`src/rtl/return_tag_tracker.sv`:
```
`default_nettype none
// ============================================================================
// Module   : return_tag_tracker
// Purpose  : Queues return tags of forwarded requests and stamps the matching
//            destination/VC onto the in-order responses sent back to the NoC.
// Revision : 1.0
// ============================================================================
module return_tag_tracker #(
    parameter int WIDTH_DATA       = 12,
    parameter int TAG_WIDTH        = 8,
    parameter int ADDRESS_WIDTH    = 4,
    parameter int VC_ADDRESS_WIDTH = 1,
    parameter int DEPTH            = 4
) (
    input  logic                        clk,
    input  logic                        rst,
    input  logic [WIDTH_DATA-1:0]       dp_data_in,
    input  logic [TAG_WIDTH-1:0]        dp_tag_in,
    input  logic                        dp_valid_in,
    output logic                        dp_ready_out,
    output logic [WIDTH_DATA-1:0]       mod_data_out,
    output logic                        mod_valid_out,
    input  logic                        mod_ready_in,
    input  logic [WIDTH_DATA-1:0]       rsp_data_in,
    input  logic                        rsp_valid_in,
    output logic                        rsp_ready_out,
    output logic [WIDTH_DATA-1:0]       pk_data_out,
    output logic [ADDRESS_WIDTH-1:0]    pk_dest_out,
    output logic [VC_ADDRESS_WIDTH-1:0] pk_vc_out,
    output logic                        pk_valid_out,
    input  logic                        pk_ready_in,
    output logic [$clog2(DEPTH):0]      outstanding_out,
    output logic                        orphan_err_out
);

    localparam int c_PTR_W   = $clog2(DEPTH);
    localparam int c_CNT_W   = c_PTR_W + 1;
    localparam int c_FIELD_W = ADDRESS_WIDTH + VC_ADDRESS_WIDTH;
    localparam logic [c_CNT_W-1:0] c_FULL = c_CNT_W'(DEPTH);

    // Only the dest/VC field of a tag is ever returned, so only it is stored.
    logic [c_FIELD_W-1:0] r_tag_mem [DEPTH];
    logic [c_PTR_W-1:0]   r_wr_ptr;
    logic [c_PTR_W-1:0]   r_rd_ptr;
    logic [c_CNT_W-1:0]   r_count;
    logic                 r_orphan;
    logic [WIDTH_DATA-1:0]       r_pk_data;
    logic [ADDRESS_WIDTH-1:0]    r_pk_dest;
    logic [VC_ADDRESS_WIDTH-1:0] r_pk_vc;
    logic                        r_pk_valid;

    logic                 w_full;
    logic                 w_empty;
    logic                 w_push;
    logic                 w_load;
    logic [c_FIELD_W-1:0] w_head;
    logic                 w_unused_tag;

    assign w_unused_tag = ^dp_tag_in;

    // Full/empty come from the registered count only: no same-cycle bypass.
    assign w_full  = (r_count == c_FULL);
    assign w_empty = (r_count == '0);
    assign w_head  = r_tag_mem[r_rd_ptr];

    assign mod_data_out  = dp_data_in;
    assign mod_valid_out = dp_valid_in & ~w_full;
    assign dp_ready_out  = mod_ready_in & ~w_full;
    assign w_push        = dp_valid_in & dp_ready_out;

    assign rsp_ready_out = ~w_empty & (~r_pk_valid | pk_ready_in);
    assign w_load        = rsp_valid_in & rsp_ready_out;

    assign pk_data_out     = r_pk_data;
    assign pk_dest_out     = r_pk_dest;
    assign pk_vc_out       = r_pk_vc;
    assign pk_valid_out    = r_pk_valid;
    assign outstanding_out = r_count;
    assign orphan_err_out  = r_orphan;

    always_ff @(posedge clk) begin
        if (w_push) begin
            r_tag_mem[r_wr_ptr] <= dp_tag_in[c_FIELD_W-1:0];
        end
    end

    always_ff @(posedge clk or posedge rst) begin
        if (rst) begin
            r_wr_ptr   <= '0;
            r_rd_ptr   <= '0;
            r_count    <= '0;
            r_orphan   <= 1'b0;
            r_pk_data  <= '0;
            r_pk_dest  <= '0;
            r_pk_vc    <= '0;
            r_pk_valid <= 1'b0;
        end else begin
            if (w_push) begin
                r_wr_ptr <= r_wr_ptr + 1'b1;
            end
            if (w_load) begin
                r_rd_ptr <= r_rd_ptr + 1'b1;
            end

            case ({w_push, w_load})
                2'b10:   r_count <= r_count + 1'b1;
                2'b01:   r_count <= r_count - 1'b1;
                default: r_count <= r_count;
            endcase

            if (rsp_valid_in & w_empty) begin
                r_orphan <= 1'b1;
            end

            // Output stage: load a new beat, or retire the held one once taken.
            if (w_load) begin
                r_pk_data  <= rsp_data_in;
                r_pk_dest  <= w_head[c_FIELD_W-1:VC_ADDRESS_WIDTH];
                r_pk_vc    <= w_head[VC_ADDRESS_WIDTH-1:0];
                r_pk_valid <= 1'b1;
            end else if (pk_ready_in) begin
                r_pk_valid <= 1'b0;
            end
        end
    end

endmodule
`default_nettype wire

```
`config.mk`:
```
export PLATFORM = sky130hd
export DESIGN_NAME = return_tag_tracker
export DESIGN_NICKNAME = d
export VERILOG_FILES = /design/src/rtl/return_tag_tracker.sv
export SDC_FILE = /design/constraint.sdc
export NUM_CORES = 1
export LEC_CHECK = 0
export BUFFER_PORTS_ARGS = -buffer_cell sky130_fd_sc_hd__buf_2
export CORE_ASPECT_RATIO = 0.5
export CORE_MARGIN = 2
export CORE_UTILIZATION = 45
export DETAILED_ROUTE_END_ITERATION = 7
export GPL_TIMING_DRIVEN = 0
export PLACE_DENSITY = 0.84
export RECOVER_POWER = 25
export SKIP_CTS_REPAIR_TIMING = 1
export SLEW_MARGIN = 20
export SYNTH_ARGS = -nofsm -noshare
export SYNTH_HDL_FRONTEND = slang
export SYNTH_SLANG_ARGS = --single-unit
```
`constraint.sdc`:
```
create_clock -name clk -period 6.3 [get_ports clk]
set_clock_uncertainty 0.2 [all_clocks]
set_input_delay 0.315 -clock clk [delete_from_list [all_inputs] [get_ports clk]]
set_output_delay 0.315 -clock clk [all_outputs]
set_load 0.02 [all_outputs]
```
==> results of run 1 <==
==> worst max-delay path, stage by stage (launching register included) <==
cell,delay [ns]
dfrtp_1,0.45
or3_1,0.41
nand3_2,0.14
inv_4,0.09
buf_12,0.16
ha_1,0.21
fa_1,0.38
xnor2_1,0.13
nor2_1,0.12
xor2_1,0.15
==> layout by cell type, fill, tap and decap left out, types with 2 or more instances in the layout <==
cell type and instances:
buf_2 43, dfrtp_1 26, clkbuf_1 20, edfxtp_1 20
buf_4 12, mux2_4 10, mux2_2 9, and2_1 6
mux4_2 5, ha_1 5, clkbuf_8 5, xnor2_1 4
inv_1 3, nor3_1 2, nor2_1 2, nand2_1 2
xor2_1 2
==> sequential cells by signal, summed over array words and instances (netlist names) <==
| name | cells |
|---|---|
| orphan_err_out | 1 |
| pk_vc_out | 1 |
| r_rd_ptr | 2 |
| pk_dest_out | 4 |
| outstanding_out | 3 |
| r_wr_ptr | 2 |
| pk_data_out | 12 |
| pk_valid_out | 1 |
| r_tag_mem | 20 |
==> metal layers <==
metal | vias up | GRT usage | wire [um]
met2 | 54 | 0.263 | 1740
met1 | 574 | 0.167 | 1510
li1 | 552 | - | -
met3 | 5 | 0.0328 | 206
met4 | 0 | 0.0616 | 50
met5 | - | 0 | 0
==> worst max-delay path by stage <==
stage	startpoint	endpoint	slack [ns]	cells past startpoint
global placement	outstanding_out[0]$_DFFE_PP0P_	outstanding_out[2]$_DFFE_PP0P_	3.81	9
floorplan	outstanding_out[0]$_DFFE_PP0P_	outstanding_out[2]$_DFFE_PP0P_	3.82	9
global route	outstanding_out[0]$_DFFE_PP0P_	outstanding_out[2]$_DFFE_PP0P_	3.62	9
CTS	outstanding_out[0]$_DFFE_PP0P_	outstanding_out[2]$_DFFE_PP0P_	3.76	9
detailed placement	outstanding_out[0]$_DFFE_PP0P_	outstanding_out[2]$_DFFE_PP0P_	3.78	9
finish	outstanding_out[0]$_DFFE_PP0P_	outstanding_out[2]$_DFFE_PP0P_	3.77	9
==> cell type report <==
type / count / share of cell area
sequential: 46 / 0.510
timing repair buffer: 60 / 0.116
clock buffer: 8 / 0.0326
multi-input combinational: 55 / 0.251
tap: 57 / 0.0291
buffer: 16 / 0.0530
inverter: 5 / 0.00867
==> kinds of logic (layout without fill, tap and decap cells) <==
| logic type | after synthesis | after routing | synth area share |
|---|---|---|---|
| buffers and inverters | 21 | 89 | 0.0750 |
| AND/OR/NAND/NOR | 18 | 18 | 0.0539 |
| multiplexers | 24 | 24 | 0.180 |
| XOR/XNOR | 6 | 6 | 0.0260 |
| adder cells (fa/ha/maj) | 6 | 6 | 0.0409 |
| AO/OA/AOI/OAI | 1 | 1 | 0.00372 |
| flip-flops | 46 | 46 | 0.620 |
==> per-stage QoR <==
| stage | total power [mW] | worst slack [ns] | cell area [sq um] | util | hold slack (ns) |
|---|---|---|---|---|---|
| after floorplan | 0.808 | 3.82 | 2020 | - | 0.155 |
| final | 1.11 | 3.77 | 2450 | 0.563 | 0.0483 |
| after detailed placement | 0.948 | 3.78 | 2380 | 0.547 | 0.270 |
| after global placement | 0.921 | 3.81 | 2380 | 0.547 | 0.234 |
| after CTS | 1.12 | 3.76 | 2460 | 0.565 | 0.0231 |
| after global routing | 1.18 | 3.62 | 2450 | 0.563 | 0.0370 |
==> power groups by stage <==
stage	logic (mW)	clock network, mW	registers, mW
2_1_floorplan	0.261	0	0.547
3_3_place_gp	0.459	0	0.463
3_5_place_dp	0.478	0	0.470
4_1_cts	0.479	0.175	0.464
5_1_grt	0.511	0.189	0.478
6_report	0.470	0.172	0.463
==> implementation parameters, run 1 <==
Parameter                              Value

Finish
  Area used by multi-input combinational logic ... 616 sq um
  Post-layout net count ... 233
  Number of standard cells in the final layout excluding fillers ... 247
  Area taken by flip-flops and latches ... 0.00125 sq mm
  Fraction of final layout cells sized beyond drive strength 1 ... 0.474
  Antenna cells ... 0
  Fill cell count ... 339
  Area added between synthesis and finish ... 21.6%

Placement
  Routability-driven placement congestion ratio ... 0.683
  Number of buffer cells added on primary ports ... 59
  HPWL after DPL ... 2580 um
  Post-Place Cells ... 238

Floorplanning
  Die outline area ... 0.00507 sq mm
  Die boundary height ... 51.4 um
  I/O pin cnt ... 75
  Std cell rows ... 17
  Die X-Extent ... 98.7 um
  Starting utilization of the core area ... 0.463
  Placeable core area ... 0.00436 sq mm

Clocking
  Number of buffers between clock root and the deepest sink ... 2
  H-tree depth ... 2
  Clock Tree Root ... clkbuf_8
  Clock transition at path regs ... 0.08 ns
  CTS tree ... built
  Worst-Skew Late Latency ... 0.30 ns
  Number of buffers added by the clock tree synthesis step ... 5
  Clk sink count ... 46

Pwr
  Static leakage ... 1.07 nW
  Net Sw Frac ... 0.355
  Power share of the combinational group ... 0.425
  Clock group share of total power ... 0.156
  VDD IR-drop max ... 0.147 mV
  Power density over the cells ... 451 mW/mm^2
  Cell Int Power ... 0.713 mW
  Net Switching ... 0.393 mW
  Sequential cell fraction of total power ... 0.419

Setup path
  Type of the worst setup path ... flop to flop
  Source of the worst register-to-register timing path ... outstanding_out[0]$_DFFE_PP0P_
  Worst-path fanout max ... 10
  Number of cells traversed by the worst register-to-register path ... 9
  Flop2flop setup slack ... 3.77 ns
  Worst endpoint required time ... 6.32 ns
  Kind of end point of the critical path ... flop
  Arrival time reported for the critical path endpoint ... 2.55 ns
  Worst setup SP type ... flop
  Capture point of the worst reg-to-reg path ... outstanding_out[2]$_DFFE_PP0P_

Yosys
  Most repeated cell in the gate-level netlist after synthesis ... dfrtp_1
  Cell types with the largest area share after synthesis ... dfrtp_1, edfxtp_1, mux2_4
  Proportion of synthesized flip-flops having asynchronous set or reset ... 0.565
  Fraction of post-synthesis cell area in the top cell type by area ... 0.322
  Post-synth top flop ... dfrtp_1
  Count of distinct cell types in the synthesized netlist ... 27
  FF+latch count, synth ... 46
  Portion of the post-synthesis area used by sequential elements ... 0.620
  Number of enable flip-flop cells after synthesis ... 20
  Commonest cells post-synth ... dfrtp_1, edfxtp_1, buf_4, mux2_4, mux2_2
  Average footprint of a synthesized cell ... 16.5 sq um
  Synth warn ... 0
  Post-synthesis instance area ... 0.00202 sq mm
  Nets in the synthesized netlist ... 166
  Top cell type by total area after synthesis ... dfrtp_1
  Number of cells produced by synthesis ... 122

Timing
  Final setup violation count ... 0
  Fmax achieved ... 0.395 GHz
  Share of the cycle needed by the critical path after routing ... 0.402
  Setup repair after global routing missed its margin ... no
  Setup TNS after final layout ... 0 ns
  Worst Max-Slew Pin Slew ... 0.577 ns
  Final Hold Fails ... 0
  Final Max Tran Viols ... 0
  Tmin final ... 2.53 ns
  Remaining max-slew budget at the tightest pin ... 0.615

Global routing
  Global Route Usage Sum ... 0.144
  Pin count of the biggest net entering global routing ... 27
  Remaining Overflow, GRT ... 0
  Number of global-route vias before repair ... 1190
  First-pass GRT wire length ... 5430 um
  Number of antenna violations at the first check in global routing ... 0

Route
  Total Routed Length ... 3500 um
  Number of vias in the routed layout ... 1185
  Average detailed-routed wire length per instance ... 14.2 um
  Routed via count divided by cell count ... 4.80
  Number of iterations in the first detailed-routing pass ... 4
  Drt initial violations ... 39
  Post-route ant nets ... 0
  Post-route DRC violation count ... 0

Worst hold path
  Cell depth of the worst hold path ... 2
  Worst min-delay path class ... primary input to flop
  Capture endpoint of the worst hold path ... pk_data_out[5]$_DFFE_PP0P_
  Start point of the worst min-delay path ... rsp_data_in[5]

Job
  Max-capacitance violation count ... 0

Run status
  Status ... complete, no violations
Note: power is estimated with default switching activity, not from simulation.
==> inputs of run 2 (changes only) <==
Settings changed: ABC_AREA from default to 1, PLACE_DENSITY 0.84 to 0.86.
Clock period 6.3 ns to 2.3 ns, I/O delays scaled along.
==> implementation parameters, run 2 <==
Parameter                              Value

Global routing
  Remaining Overflow, GRT ... 0 (unchanged)
  Pin count of the biggest net entering global routing ... 27 (unchanged)
  Global Route Usage Sum ... 0.160 (+0.0159)
  First-pass GRT wire length ... 6390 um (+18%)
  Number of global-route vias before repair ... 1499 (+26%)
  Number of antenna violations at the first check in global routing ... 0 (unchanged)

Clocking
  Worst-Skew Late Latency ... 0.30 ns (about the same)
  CTS tree ... built
  Number of buffers between clock root and the deepest sink ... 2 (unchanged)
  Clk sink count ... 46 (unchanged)
  Clock transition at path regs ... 0.08 ns (about the same)
  Clock Tree Root ... clkbuf_8
  Number of buffers added by the clock tree synthesis step ... 5 (unchanged)
  H-tree depth ... 2 (unchanged)

Timing
  Worst Max-Slew Pin Slew ... 0.910 ns (+0.333 ns)
  Final setup violation count ... 0 (unchanged)
  Fmax achieved ... 0.445 GHz (+13%)
  Final Hold Fails ... 0 (unchanged)
  Remaining max-slew budget at the tightest pin ... 0.390 (-0.225)
  Share of the cycle needed by the critical path after routing ... 0.978 (+0.576)
  Final Max Tran Viols ... 0 (unchanged)
  Tmin final ... 2.25 ns (-0.282 ns)

Floorplanning
  Die outline area ... 0.00541 sq mm (+6.8%)
  Starting utilization of the core area ... 0.480 (+0.0172)
  I/O pin cnt ... 75 (unchanged)
  Placeable core area ... 0.00451 sq mm (+3.4%)
  Std cell rows ... 17 (unchanged)
  Die boundary height ... 53.0 um (+3.3%)
  Die X-Extent ... 102 um (+3.4%)

Setup path
  Worst endpoint required time ... 2.28 ns (-4.04 ns)
  Flop2flop setup slack ... 0.05 ns (-3.72 ns)
  Buffering stage count on the worst path with inverters included ... 2 (unchanged)
  Number of cells traversed by the worst register-to-register path ... 10 (+1)
  Series of cell instances along the critical path ... nor2_4 > nand2_4 > nand3_4 > inv_6 > buf_12 > ha_2 > fa_2 > nand2_1 > nand3_1 > xor2_1
  Kind of end point of the critical path ... flop
  Source of the worst register-to-register timing path ... outstanding_out[1]$_DFFE_PP0P_
  Arrival time reported for the critical path endpoint ... 2.23 ns (-0.32 ns)
  Type of the worst setup path ... flop to flop
  Worst-path fanout max ... 10 (unchanged)
  Worst setup SP type ... flop
  Family with the most delay on the worst path ... simple AND/OR/NAND/NOR gates
  Slowest-stage cell, CP ... dfrtp_2
  Peak per-stage delay on the critical path ... 0.45 ns (about the same)
  Capture point of the worst reg-to-reg path ... outstanding_out[2]$_DFFE_PP0P_

Yosys
  Commonest cells post-synth ... nand2_1, inv_1, dfrtp_1, edfxtp_1
  Count of distinct cell types in the synthesized netlist ... 24 (-11%)
  Post-synth top flop ... dfrtp_1
  Number of enable flip-flop cells after synthesis ... 20 (unchanged)
  FF+latch count, synth ... 46 (unchanged)
  Portion of the post-synthesis area used by sequential elements ... 0.578 (-0.0419)
  Proportion of synthesized flip-flops having asynchronous set or reset ... 0.565 (unchanged)
  Most repeated cell in the gate-level netlist after synthesis ... nand2_1
  Cell types with the largest area share after synthesis ... dfrtp_1, edfxtp_1, nand2_1
  Synth warn ... 0 (unchanged)
  Top cell type by total area after synthesis ... dfrtp_1
  Post-synthesis instance area ... 0.00216 sq mm (+7.3%)
  Fraction of post-synthesis cell area in the top cell type by area ... 0.301 (-0.0218)
  Number of cells produced by synthesis ... 227 (+86%)
  Nets in the synthesized netlist ... 271 (+63%)
  Average footprint of a synthesized cell ... 9.54 sq um (-42%)

Route
  Number of iterations in the first detailed-routing pass ... 4 (unchanged)
  Post-route DRC violation count ... 0 (unchanged)
  Post-route ant nets ... 0 (unchanged)
  Total Routed Length ... 4890 um (+40%)
  Drt initial violations ... 90 (+130%)
  Routed via count divided by cell count ... 4.59 (-4.2%)
  Average detailed-routed wire length per instance ... 12.7 um (-10%)
  Number of vias in the routed layout ... 1769 (+49%)

Finish
  Largest register by flop count ... r_tag_mem
  Number of standard cells in the final layout excluding fillers ... 385 (+56%)
  Most common cell after layout, fill and taps aside ... nand2_1
  Number of flip-flops under the largest register name ... 20 (unchanged)
  Area added between synthesis and finish ... 32.4%
  Fill cell count ... 346 (+2.1%)
  Post-Route Utilization ... 0.636 (+0.0730)
  Antenna cells ... 0 (unchanged)
  Most used cells in the layout excluding fill and tap cells ... nand2_1, buf_2, inv_1, dfrtp_1, dlygate4sd3_1
  Post-layout net count ... 362 (+55%)
  Fraction of final layout cells sized beyond drive strength 1 ... 0.270 (-0.204)

Worst hold path
  Capture endpoint of the worst hold path ... pk_valid_out$_DFFE_PP0P_
  Worst min-delay path class ... primary input to flop
  Start point of the worst min-delay path ... pk_ready_in
  Cell depth of the worst hold path ... 4 (+2)

Pwr
  Power density over the cells ... 1150 mW/mm^2 (+150%)
  VDD IR-drop max ... 0.687 mV (+370%)
  Static leakage ... 1.47 nW (+37%)

Placement
  Post-Place Cells ... 352 (+48%)
  HPWL after DPL ... 3120 um (+21%)
  Number of buffer cells added on primary ports ... 59 (unchanged)
  Routability-driven placement congestion ratio ... 0.789 (+16%)

Run status
  Status ... complete, no violations

Job
  Max-capacitance violation count ... 0 (unchanged)
==> run 2: cell types whose count changed in the layout (fill, tap and decap cells not counted), sizes merged, moves of 6 or more <==
cell / change
and2: -6
dlygate4sd3: +21
inv: +30
mux2: -19
nand2: +91
nand3: +13
==> run 2: how the worst max path moves through the flow <==
stage | slack, ns | end | from | depth (start not counted)
finish | 0.05 | outstanding_out[2]$_DFFE_PP0P_ | outstanding_out[1]$_DFFE_PP0P_ | 10
global placement | 0.04 | outstanding_out[2]$_DFFE_PP0P_ | outstanding_out[0]$_DFFE_PP0P_ | 10
detailed placement | -0.02 | outstanding_out[2]$_DFFE_PP0P_ | outstanding_out[0]$_DFFE_PP0P_ | 10
global route | -0.08 | outstanding_out[2]$_DFFE_PP0P_ | outstanding_out[1]$_DFFE_PP0P_ | 11
floorplan | 0.06 | outstanding_out[2]$_DFFE_PP0P_ | outstanding_out[0]$_DFFE_PP0P_ | 10
CTS | -0.05 | outstanding_out[2]$_DFFE_PP0P_ | outstanding_out[0]$_DFFE_PP0P_ | 11
==> run 2: cell type report <==
type                       instances  area (sq um)  share of cell area
multi-input combinational        127           634               0.221
clock inverter                     2          12.5             0.00436
sequential                        46          1250               0.437
clock buffer                       6          82.6              0.0288
buffer                            18           144              0.0502
timing repair buffer              84           517               0.180
tap                               66          82.6              0.0288
inverter                          36           140              0.0489
==> run 2: cell families (layout without fill, tap and decap cells) <==
kind of cell,Yosys count,after routing,synth area share
adders and majority gates,6,6,0.0382
and+or+nand+nor,114,114,0.225
xor gates and xnor gates,3,3,0.0121
buffers and inverters,54,146,0.131
DFF,46,46,0.578
AOI/OAI and AO/OA,4,4,0.0150
==> run 2: metal layers <==
metal | GRT usage | routed length (um)
met4 | 0.0756 | 41
met1 | 0.173 | 2010
met3 | 0.0502 | 260
met2 | 0.292 | 2580
met5 | 0 | 0
==> run 2: per-stage QoR <==
stage                     setup TNS [ns]  worst slack (ns)  hold WS (ns)  area, sq um  total power [mW]
after floorplan                        0            0.0600       -0.0450         2160              2.25
after global placement                 0            0.0444         0.110         2540              2.61
after detailed placement         -0.0185           -0.0185         0.117         2540              2.69
after CTS                        -0.0456           -0.0456        -0.198         2640              3.19
after global routing             -0.0764           -0.0764        0.0163         2870              3.49
final                                  0            0.0505        0.0255         2870              3.29
==> run 2: report_power, final <==
| group | switching [mW] | leakage (nW) | total [mW] | internal [mW] |
|---|---|---|---|---|
| Combinational | 0.960 | 0.927 | 1.51 | 0.554 |
| Sequential | 0.155 | 0.494 | 1.27 | 1.11 |
| Clock | 0.261 | 0.0472 | 0.502 | 0.241 |
| Total | 1.38 | 1.47 | 3.29 | 1.91 |
==> run 2: worst register-to-register path, delay by kind of cell, from the launching register on <==
kind	cells	cell delay, ns
buffers and inverters	2	0.22
adder cells (fa/ha/maj)	2	0.53
flip-flops	1	0.45
XOR/XNOR	1	0.18
AND/OR/NAND/NOR	5	0.57
==> inputs of run 3 (changes only) <==
Settings changed: ABC_CLOCK_PERIOD_IN_PS from default to 2300, CORE_UTILIZATION 45 to 31, PLACE_DENSITY 0.86 to 0.66.
==> implementation parameters, run 3 (synthesis gave the netlist of run 2 again) <==
Parameter                              Value

Run status
  Status ... complete, no violations

Placement
  Routability-driven placement congestion ratio ... 0.761 (-3.6%)
  Pre-CTS setup slack ... 0.0145 ns (+0.0330 ns)
  HPWL after DPL ... 3060 um (-1.8%)
  Post-Place Cells ... 378 (+7.4%)
  Number of buffer cells added on primary ports ... 59 (unchanged)

Setup path
  Source of the worst register-to-register timing path ... outstanding_out[1]$_DFFE_PP0P_
  Peak per-stage delay on the critical path ... 0.44 ns (about the same)
  Worst-path fanout max ... 10 (unchanged)
  Slowest-stage cell, CP ... dfrtp_2
  Arrival time reported for the critical path endpoint ... 2.17 ns (-0.06 ns)
  First element of the critical path ... outstanding_out[1]$_DFFE_PP0P_
  Worst endpoint required time ... 2.27 ns (about the same)
  Kind of end point of the critical path ... flop
  Series of cell instances along the critical path ... nor2_4 > nand2_4 > nand3_4 > inv_6 > buf_12 > ha_1 > fa_2 > nand2_1 > nand3_1 > xor2_1
  Capture point of the worst reg-to-reg path ... outstanding_out[2]$_DFFE_PP0P_
  Number of cells traversed by the worst register-to-register path ... 10 (unchanged)
  Worst setup SP type ... flop
  Flop2flop setup slack ... 0.10 ns (+0.05 ns)
  Type of the worst setup path ... flop to flop

Worst hold path
  Capture endpoint of the worst hold path ... pk_valid_out$_DFFE_PP0P_
  Cell depth of the worst hold path ... 4 (unchanged)
  Start point of the worst min-delay path ... pk_ready_in
  Worst min-delay path class ... primary input to flop

Clocking
  Number of buffers added by the clock tree synthesis step ... 5 (unchanged)
  Worst-Skew Late Latency ... 0.28 ns (-0.02 ns)
  CTS tree ... built
  Clock Tree Root ... clkbuf_16
  Clock transition at path regs ... 0.07 ns (about the same)
  H-tree depth ... 2 (unchanged)
  Number of buffers between clock root and the deepest sink ... 2 (unchanged)
  Clk sink count ... 46 (unchanged)

Global routing
  Met3 track demand over resource ... 0.0317 (-0.0185)
  Number of antenna violations at the first check in global routing ... 0 (unchanged)
  Pin count of the biggest net entering global routing ... 27 (unchanged)
  First-pass GRT wire length ... 6640 um (+4.0%)
  Number of global-route vias before repair ... 1466 (-2.2%)
  Met2 track utilization from global routing ... 0.189 (-0.103)
  M1 GR Usage ... 0.134 (-0.0393)
  Gr busiest metal ... met2
  Global Route Usage Sum ... 0.109 (-0.0507)
  Remaining Overflow, GRT ... 0 (unchanged)

Route
  Number of iterations in the first detailed-routing pass ... 4 (unchanged)
  Drt initial violations ... 142 (+58%)
  Number of vias in the routed layout ... 1698 (-4.0%)
  Total Routed Length ... 4540 um (-7.2%)
  Average detailed-routed wire length per instance ... 11.0 um (-13%)
  Post-route ant nets ... 0 (unchanged)
  Routed via count divided by cell count ... 4.13 (-10%)
  Post-route DRC violation count ... 0 (unchanged)

Timing
  Final setup violation count ... 0 (unchanged)
  Final Hold Fails ... 0 (unchanged)
  Fmax achieved ... 0.455 GHz (+2.3%)
  Worst Max-Slew Pin Slew ... 0.963 ns (+0.0527 ns)
  Tmin final ... 2.20 ns (-0.0507 ns)
  PnR worst setup slack ... 0.101 ns (+0.0507 ns)
  Share of the cycle needed by the critical path after routing ... 0.956 (-0.0220)
  Final Max Tran Viols ... 0 (unchanged)
  Hold WS ... 0.00450 ns (-0.0210 ns)
  Remaining max-slew budget at the tightest pin ... 0.354 (-0.0353)

Job
  Max-capacitance violation count ... 0 (unchanged)

Finish
  Number of standard cells in the final layout excluding fillers ... 411 (+6.8%)
  Fraction of final layout cells sized beyond drive strength 1 ... 0.263 (-0.00627)
  Number of flip-flops under the largest register name ... 20 (unchanged)
  Fill cell count ... 651 (+88%)
  Post-Route Utilization ... 0.441 (-0.194)
  Antenna cells ... 0 (unchanged)
  Most common cell after layout, fill and taps aside ... nand2_1
  Largest register by flop count ... r_tag_mem
  Most used cells in the layout excluding fill and tap cells ... nand2_1, buf_2, inv_1, dfrtp_1, dlygate4sd3_1
  Area added between synthesis and finish ... 37.1%
  Post-layout net count ... 362 (unchanged)

Pwr
  VDD IR-drop max ... 0.380 mV (-45%)
  Power density over the cells ... 1190 mW/mm^2 (+4.0%)
  Total power after layout ... 3.54 mW (+7.7%)
  Static leakage ... 1.50 nW (+2.2%)

Floorplanning
  Std cell rows ... 21 (+4)
  Die outline area ... 0.00771 sq mm (+42%)
  Placeable core area ... 0.00673 sq mm (+49%)
  I/O pin cnt ... 75 (unchanged)
  Die X-Extent ... 122 um (+20%)
  Starting utilization of the core area ... 0.322 (-0.158)
  Die boundary height ... 63.1 um (+19%)
[run 3: where the power goes]
part / total, mW / switching (mW) / internal (mW)
combinational: 1.47 / 0.915 / 0.550
sequential: 1.27 / 0.156 / 1.12
clock: 0.800 / 0.288 / 0.513
total: 3.54 / 1.36 / 2.18
[run 3: how the worst max path moves through the flow]
stage / to / slack (ns) / cells past startpoint
global placement: outstanding_out[2]$_DFFE_PP0P_ / 0.04 / 10
detailed placement: outstanding_out[2]$_DFFE_PP0P_ / 0.01 / 10
CTS: outstanding_out[2]$_DFFE_PP0P_ / -0.002 / 10
global route: outstanding_out[2]$_DFFE_PP0P_ / -0.002 / 11
finish: outstanding_out[2]$_DFFE_PP0P_ / 0.10 / 10
floorplan: outstanding_out[2]$_DFFE_PP0P_ / 0.06 / 10
[run 3: final cells by class]
class / instances / area, sq um / share of cell area
Inverter: 36 / 140 / 0.0472
Clock buffer: 6 / 129 / 0.0434
Multi-Input combinational cell: 127 / 632 / 0.213
Sequential cell: 46 / 1250 / 0.422
Tap cell: 92 / 115 / 0.0388
Buffer: 18 / 144 / 0.0485
Timing Repair Buffer: 84 / 517 / 0.174
Clock inverter: 2 / 37.5 / 0.0126
[run 3: layer usage]
metal,vias up,share of wire,wire length [um]
li1,858,-,-
met3,8,0.052,238
met4,0,0.011,48
met2,51,0.49,2220
met1,781,0.45,2030
met5,-,0,0
[run 3: worst max-delay path, delay by kind of cell, from the launching register on]
| kind | cells | cell delay, ns |
|---|---|---|
| xor+xnor | 1 | 0.15 |
| fa+ha+maj | 2 | 0.55 |
| flops | 1 | 0.44 |
| simple gates | 5 | 0.53 |
| buf+inv | 2 | 0.20 |
[run 3: per-stage QoR]
stage          area [sq um]  setup TNS, ns
2_1_floorplan          2160              0
3_3_place_gp           2570              0
3_5_place_dp           2570              0
4_1_cts                2740       -0.00220
5_1_grt                2970       -0.00241
6_report               2970              0
